### config.mk
export PLATFORM = sky130hd
export DESIGN_NAME = ahb_sim_ctrl_slv_flat
export DESIGN_NICKNAME = d
export VERILOG_FILES = /design/src/rtl/ahb_sim_ctrl_slv_if.sv /design/src/rtl/ahb_sim_ctrl_slv.sv /design/src/flat_wrapper.sv
export SDC_FILE = /design/constraint.sdc
export NUM_CORES = 1
export LEC_CHECK = 0
export CORE_ASPECT_RATIO = 1.4
export CORE_MARGIN = 2
export CORE_UTILIZATION = 49
export CTS_CLUSTER_DIAMETER = 150
export DETAILED_ROUTE_END_ITERATION = 12
export MAX_ROUTING_LAYER = met4
export PLACE_DENSITY = 0.81
export REMOVE_ABC_BUFFERS = 1
export SLEW_MARGIN = 20
export SYNTH_ARGS = -nofsm -noshare
export SYNTH_HDL_FRONTEND = slang
export SYNTH_SLANG_ARGS = --single-unit
### constraint.sdc
create_clock -name clk -period 2.8 [get_ports clk]
set_input_delay 0.28 -clock clk [delete_from_list [all_inputs] [get_ports clk]]
set_output_delay 0.28 -clock clk [all_outputs]
set_load 0.1 [all_outputs]
### src/rtl/ahb_sim_ctrl_slv_if.sv
// ahb_sim_ctrl_slv_if: AHB-Lite bus bundle for the simulation-control slave.
//   hsel/haddr/htrans/hwrite/hsize/hwdata/hready : master -> slave
//   hreadyout/hresp/hrdata                        : slave -> master
`timescale 1ns/1ps
interface ahb_sim_ctrl_slv_if;
  logic        hsel;
  logic [31:0] haddr;
  logic [1:0]  htrans;
  logic        hwrite;
  logic [2:0]  hsize;
  logic [31:0] hwdata;
  logic        hready;
  logic        hreadyout;
  logic        hresp;
  logic [31:0] hrdata;

  modport master (
    output hsel, haddr, htrans, hwrite, hsize, hwdata, hready,
    input  hreadyout, hresp, hrdata
  );

  modport slave (
    input  hsel, haddr, htrans, hwrite, hsize, hwdata, hready,
    output hreadyout, hresp, hrdata
  );
endinterface

### src/rtl/ahb_sim_ctrl_slv.sv
// ahb_sim_ctrl_slv: AHB-Lite simulation-control mailbox.
//   clk, rst          : clock, asynchronous active-high reset
//   bus (slave)       : AHB-Lite slave port (see ahb_sim_ctrl_slv_if)
//   retire            : one pulse per retired CPU instruction
//   chr_vld/chr_data  : character FIFO head, accepted when chr_rdy is high
//   sim_pass/fail/tmo : sticky verdict flags, sim_done = any of them
// Registers (word offsets): 0xFF8 CTRL, 0xFFC CYCLE, 0xFF0 RETIRE.
`timescale 1ns/1ps
module ahb_sim_ctrl_slv #(
  parameter int unsigned FIFO_DEPTH  = 8,
  parameter int unsigned WDOG_PERIOD = 5000
) (
  input  logic                   clk,
  input  logic                   rst,
  ahb_sim_ctrl_slv_if.slave      bus,
  input  logic                   retire,
  output logic                   chr_vld,
  output logic [7:0]             chr_data,
  input  logic                   chr_rdy,
  output logic                   sim_pass,
  output logic                   sim_fail,
  output logic                   sim_tmo,
  output logic                   sim_done
);

  localparam int unsigned AW = $clog2(FIFO_DEPTH);
  localparam int unsigned WW = (WDOG_PERIOD > 1) ? $clog2(WDOG_PERIOD) : 1;
  localparam logic [AW:0]    FULL_CNT  = FIFO_DEPTH[AW:0];
  localparam logic [WW-1:0]  WIN_LAST  = WW'(WDOG_PERIOD - 1);
  localparam logic [9:0] OFF_CTRL   = 10'h3FE;
  localparam logic [9:0] OFF_CYCLE  = 10'h3FF;
  localparam logic [9:0] OFF_RETIRE = 10'h3FC;

  typedef enum logic [1:0] {PH_IDLE, PH_READ, PH_WRITE} phase_e;

  phase_e          phase_q, phase_d;
  logic [9:0]      off_q, off_d;
  logic [7:0]      mem_q [FIFO_DEPTH];
  logic [AW-1:0]   wptr_q, wptr_d, rptr_q, rptr_d;
  logic [AW:0]     cnt_q, cnt_d;
  logic [31:0]     cyc_q, cyc_d, ret_q, ret_d;
  logic [WW-1:0]   win_q, win_d;
  logic            seen_q, seen_d;
  logic            pass_q, pass_d, fail_q, fail_d, tmo_q, tmo_d;

  logic addr_acc, fifo_full, fifo_empty, pop, push, done;
  logic is_pass, is_fail, ctrl_wr, char_wr, stall, win_last;

  // Only haddr[11:2] and htrans[1] are decoded; hsize is ignored.
  logic unused_bus;
  assign unused_bus = ^{bus.hsize, bus.haddr[31:12], bus.haddr[1:0], bus.htrans[0]};

  always_comb begin
    fifo_empty = (cnt_q == '0);
    fifo_full  = (cnt_q == FULL_CNT);
    done       = pass_q | fail_q | tmo_q;
    pop        = !fifo_empty & chr_rdy;
    addr_acc   = bus.hsel & bus.hready & bus.htrans[1];
    is_pass    = (bus.hwdata == 32'h0000_0FFF) || (bus.hwdata == 32'hFFFF_0000);
    is_fail    = (bus.hwdata == 32'h0000_0EEE) || (bus.hwdata == 32'hEEEE_0000);
    ctrl_wr    = (phase_q == PH_WRITE) && (off_q == OFF_CTRL);
    char_wr    = ctrl_wr & !is_pass & !is_fail;
    // A pop in the same cycle frees a slot, so only a full FIFO with no pop stalls.
    stall      = char_wr & fifo_full & !pop;
    push       = char_wr & !stall;
    win_last   = (win_q == WIN_LAST);

    // Data phase bookkeeping: a stalled write keeps its data phase open.
    phase_d = PH_IDLE;
    off_d   = off_q;
    if (stall) begin
      phase_d = phase_q;
    end else if (addr_acc) begin
      phase_d = bus.hwrite ? PH_WRITE : PH_READ;
      off_d   = bus.haddr[11:2];
    end

    wptr_d = push ? wptr_q + AW'(1) : wptr_q;
    rptr_d = pop  ? rptr_q + AW'(1) : rptr_q;
    cnt_d  = cnt_q;
    if (push && !pop)      cnt_d = cnt_q + (AW+1)'(1);
    else if (pop && !push) cnt_d = cnt_q - (AW+1)'(1);

    // First verdict wins; later pass/fail writes and expiries are ignored.
    pass_d = pass_q;
    fail_d = fail_q;
    tmo_d  = tmo_q;
    if (!done) begin
      if (ctrl_wr && is_pass)               pass_d = 1'b1;
      else if (ctrl_wr && is_fail)          fail_d = 1'b1;
      else if (win_last && !(seen_q | retire)) tmo_d = 1'b1;
    end

    cyc_d = cyc_q;
    if ((phase_q == PH_WRITE) && (off_q == OFF_CYCLE)) cyc_d = '0;
    else if (!done && (cyc_q != '1))                   cyc_d = cyc_q + 32'd1;

    ret_d = ret_q;
    if (retire && !done && (ret_q != '1)) ret_d = ret_q + 32'd1;

    win_d  = win_last ? '0 : win_q + WW'(1);
    seen_d = win_last ? 1'b0 : (seen_q | retire);
  end

  always_comb begin
    bus.hrdata = '0;
    if (phase_q == PH_READ) begin
      case (off_q)
        OFF_CTRL:   bus.hrdata = {27'b0, fifo_full, fifo_empty, tmo_q, fail_q, pass_q};
        OFF_CYCLE:  bus.hrdata = cyc_q;
        OFF_RETIRE: bus.hrdata = ret_q;
        default:    bus.hrdata = '0;
      endcase
    end
    bus.hreadyout = !stall;
    bus.hresp     = 1'b0;
    chr_vld       = !fifo_empty;
    chr_data      = fifo_empty ? '0 : mem_q[rptr_q];
    sim_pass      = pass_q;
    sim_fail      = fail_q;
    sim_tmo       = tmo_q;
    sim_done      = done;
  end

  always_ff @(posedge clk or posedge rst) begin
    if (rst) begin
      phase_q <= PH_IDLE;
      off_q   <= '0;
      wptr_q  <= '0;
      rptr_q  <= '0;
      cnt_q   <= '0;
      cyc_q   <= '0;
      ret_q   <= '0;
      win_q   <= '0;
      seen_q  <= 1'b0;
      pass_q  <= 1'b0;
      fail_q  <= 1'b0;
      tmo_q   <= 1'b0;
    end else begin
      phase_q <= phase_d;
      off_q   <= off_d;
      wptr_q  <= wptr_d;
      rptr_q  <= rptr_d;
      cnt_q   <= cnt_d;
      cyc_q   <= cyc_d;
      ret_q   <= ret_d;
      win_q   <= win_d;
      seen_q  <= seen_d;
      pass_q  <= pass_d;
      fail_q  <= fail_d;
      tmo_q   <= tmo_d;
    end
  end

  // Storage needs no reset: pointers and count define what is valid.
  always_ff @(posedge clk) begin
    if (push) mem_q[wptr_q] <= bus.hwdata[7:0];
  end

endmodule

### src/flat_wrapper.sv
// flat-port wrapper written by rule: the top's interface ports become plain ports
module ahb_sim_ctrl_slv_flat 
#(
  parameter int unsigned FIFO_DEPTH  = 8,
  parameter int unsigned WDOG_PERIOD = 5000
)
  (clk, rst, retire, chr_vld, chr_data, chr_rdy, sim_pass, sim_fail, sim_tmo, sim_done, bus_hsel, bus_haddr, bus_htrans, bus_hwrite, bus_hsize, bus_hwdata, bus_hready, bus_hreadyout, bus_hresp, bus_hrdata);
  ahb_sim_ctrl_slv_if bus_i ();
  input  logic clk;
  input  logic rst;
  input  logic retire;
  output logic chr_vld;
  output logic [7:0] chr_data;
  input  logic chr_rdy;
  output logic sim_pass;
  output logic sim_fail;
  output logic sim_tmo;
  output logic sim_done;
  input wire logic [$bits(bus_i.hsel)-1:0] bus_hsel;
  input wire logic [$bits(bus_i.haddr)-1:0] bus_haddr;
  input wire logic [$bits(bus_i.htrans)-1:0] bus_htrans;
  input wire logic [$bits(bus_i.hwrite)-1:0] bus_hwrite;
  input wire logic [$bits(bus_i.hsize)-1:0] bus_hsize;
  input wire logic [$bits(bus_i.hwdata)-1:0] bus_hwdata;
  input wire logic [$bits(bus_i.hready)-1:0] bus_hready;
  output wire logic [$bits(bus_i.hreadyout)-1:0] bus_hreadyout;
  output wire logic [$bits(bus_i.hresp)-1:0] bus_hresp;
  output wire logic [$bits(bus_i.hrdata)-1:0] bus_hrdata;
  assign bus_i.hsel = bus_hsel;
  assign bus_i.haddr = bus_haddr;
  assign bus_i.htrans = bus_htrans;
  assign bus_i.hwrite = bus_hwrite;
  assign bus_i.hsize = bus_hsize;
  assign bus_i.hwdata = bus_hwdata;
  assign bus_i.hready = bus_hready;
  assign bus_hreadyout = bus_i.hreadyout;
  assign bus_hresp = bus_i.hresp;
  assign bus_hrdata = bus_i.hrdata;
  ahb_sim_ctrl_slv #(.FIFO_DEPTH(FIFO_DEPTH), .WDOG_PERIOD(WDOG_PERIOD)) u_core (.clk(clk), .rst(rst), .bus(bus_i), .retire(retire), .chr_vld(chr_vld), .chr_data(chr_data), .chr_rdy(chr_rdy), .sim_pass(sim_pass), .sim_fail(sim_fail), .sim_tmo(sim_tmo), .sim_done(sim_done));
endmodule
==> run metrics <==
DIE AREA=17500 um2; worst-case clock buffer depth=2; mean area per synthesized cell=11.6 um2; Skew-Pair Late Insertion Delay=440 ps; Fmax achieved=0.361 GHz; combinational family with the most area after synthesis=simple AND/OR/NAND/NOR gates; Setup CP Type=input port to flop; nature of the critical path endpoint=flop; first-pass iteration count of the detailed router=5; Primary FF master, synth=dfrtp_1; P_leak=4.25 nW; # nets final=925; Worst Skew=7.88 ps; final setup fails=0; GRT Resource Usage Total=24.8%; n_diodes=0; critical path arrival=3090 ps; most common cell after layout, fill and taps aside=dfrtp_1; max-cap violation count=0; Layout Utilization=66.9%; ys async rst share=61.7%; #FFs+latches synth=167; Initial Utilization=49.9%; synthesized area=8070 um2; Placeable Area=16200 um2; vias in the first global route=6234; Req. time, crit path=3120 ps; largest net degree at the start of global routing=49; wire per inst=19.3 um; Area Overhead vs Synth=34.0%; Max VDD drop=1.12 mV; Remaining DRCs=0; CTS root buffer=clkbuf_16; routed wire length=20300 um; most frequent cells in the layout=103 x dfrtp_1, 100 x nor2_1, 64 x edfxtp_1; gr ovfl total=0; sequential area share after synthesis=55.7%; yosys warns=0; xor and xnor fraction of the mapped netlist area=7.92%; CTS tree=yes; pwr dens=723 nW/um2; Placed Area=10100 um2; CP startpoint kind=input port; cell area after layout=10800 um2; Worst Tran Pin Value=952 ps; filler instances=1074; Slew Viols, Final=0; total number of H-tree levels=4; post-route antenna net violation count=0; initial antenna violation count=0; run status=completed; worst relative slew slack=36.3%; WHS=245 ps; via count=6223; worst-path fanout max=2; hold buffers post-CTS=0; number of synthesized flops with an enable pin=64; Compound-Gate Fraction of Synth Area=5.94%; Synth cell types=53; DIE WIDTH=112 um; first-pass GRT wire length=32600 um; die height=156 um; placer congestion estimate=0.863; layout cells sized above 1=22.5%; period utilization=99.0%; PnR Total Power=7.82 mW; Simple-Gate Fraction of Synth Area=19.1%; Final Critical Period=2770 ps; HP Class=input port to flop; Clock transition at path regs=70 ps; drt first-iter violations=426; unrepaired setup endpoints after global routing=true; row cnt=55; dpl cells=1018; Final Hold Viols=0; TritonCTS Buffers=17; Post-Syn Instances=696; Boundary Pins=123; I/O Buffers=95; clk sinks=167; Layout Cells excl Fill=1052; vias per inst=5.92; Adder-Cell Fraction of Synth Area=1.49%; mux cell area share after synthesis=7.89%; Detail Placement HPWL=13900 um
[layer usage]
metal | up-vias | track usage (%) | routed length (um)
li1 | 2856 | - | -
met1 | 3029 | 28.7 | 7610
met2 | 273 | 43.3 | 10900
met3 | 65 | 3.69 | 1030
met4 | 0 | 10.2 | 684
met5 | - | - | 0
[Yosys cell counts, types with 2 or more instances]
master / number / area, um2
a21oi_1: 9 / 45.0
a22oi_1: 31 / 233
a31oi_1: 6 / 37.5
and2_1: 6 / 37.5
and3_1: 20 / 125
and4_1: 12 / 105
buf_1: 3 / 11.3
buf_2: 2 / 10.0
clkbuf_1: 20 / 75.1
dfrtp_1: 103 / 2580
edfxtp_1: 64 / 1920
ha_1: 8 / 100
inv_1: 13 / 48.8
mux2_2: 13 / 146
mux2i_1: 13 / 130
mux4_2: 16 / 360
nand2_1: 41 / 154
nand3_1: 28 / 140
nand4_1: 29 / 181
nor2_1: 100 / 375
nor2b_1: 2 / 12.5
nor3_1: 17 / 85.1
nor4_1: 11 / 68.8
nor4_2: 3 / 37.5
nor4b_1: 5 / 43.8
nor4bb_1: 2 / 20.0
o21ai_0: 11 / 55.1
o21bai_1: 2 / 15.0
or2_2: 3 / 18.8
or3_1: 8 / 50.1
or4_1: 2 / 15.0
xnor2_1: 45 / 394
xor2_1: 28 / 245
[state kept, by name, indices dropped and copies added, names as in the netlist]
| signal | count |
|---|---|
| u_core.wptr_q | 3 |
| u_core.sim_tmo | 1 |
| u_core.phase_q | 2 |
| u_core.cyc_q | 32 |
| u_core.cnt_q | 4 |
| u_core.mem_q | 64 |
| u_core.sim_fail | 1 |
| u_core.rptr_q | 3 |
| u_core.win_q | 13 |
| u_core.sim_pass | 1 |
| u_core.off_q | 10 |
| u_core.seen_q | 1 |
| u_core.ret_q | 32 |
[through the flow]
step                TNS [ps]  worst slack, ps
floorplan            -148410            -2820
global placement       -3150             -484
detailed placement     -7670             -640
CTS                        0             11.6
global route            -138            -73.4
finish                     0             28.9
[cell type report]
| class | count | area, um2 | area share [%] |
|---|---|---|---|
| flip-flops and latches | 167 | 4500 | 41.6 |
| multi-input cells | 490 | 3530 | 32.6 |
| repair buffers | 151 | 1890 | 17.5 |
| clock buffers | 17 | 425 | 3.93 |
| well taps | 199 | 249 | 2.30 |
| clock inverters | 15 | 178 | 1.64 |
| inverters | 13 | 51.3 | 0.474 |
[cell families (layout without fill, tap and decap cells)]
logic type | count (synthesis) | count (layout)
buf+inv | 39 | 196
other cells | 1 | 1
xor+xnor | 73 | 73
compound gates | 68 | 68
mux | 42 | 42
fa+ha+maj | 9 | 9
flops | 167 | 167
simple gates | 297 | 297
[critical path, stage by stage]
cell	delay, ps
dlygate4sd2_1	240
or4_1	510
or4_4	450
nor2_4	120
a22oi_2	100
nand3_2	120
inv_1	60
ha_2	190
inv_2	70
ha_4	200
a21o_1	190
a21oi_2	210
xnor2_1	160
nor2_1	70
xor2_1	130
[worst paths after layout]
path	start	endpoint	slack, ps	depth (start not counted)
max in group asynchronous	rst	u_core.win_q[3]	1810	3
setup / recovery	bus_hwdata[23]	u_core.cnt_q[3]	30	15
hold reg to reg	u_core.seen_q	u_core.seen_q	500	2
hold / removal	bus_hwdata[3]	u_core.mem_q[6][3]	250	2
setup reg to reg	u_core.off_q[7]	u_core.cnt_q[3]	120	14
min in group asynchronous	rst	u_core.ret_q[27]	260	2
[report_power, final]
group          internal, mW  switching [mW]
sequential             2.69           0.286
clock                  1.29            1.11
combinational          1.01            1.44
total                  4.99            2.83
[repair_timing]
action                                  CTS  global route
cloned                                    0             0
endpoints found under the setup margin    2            63
resized for setup                        13            10
pin swaps                                 9            10
setup buffers                             1             1
Note: power is estimated with default switching activity, not from simulation.
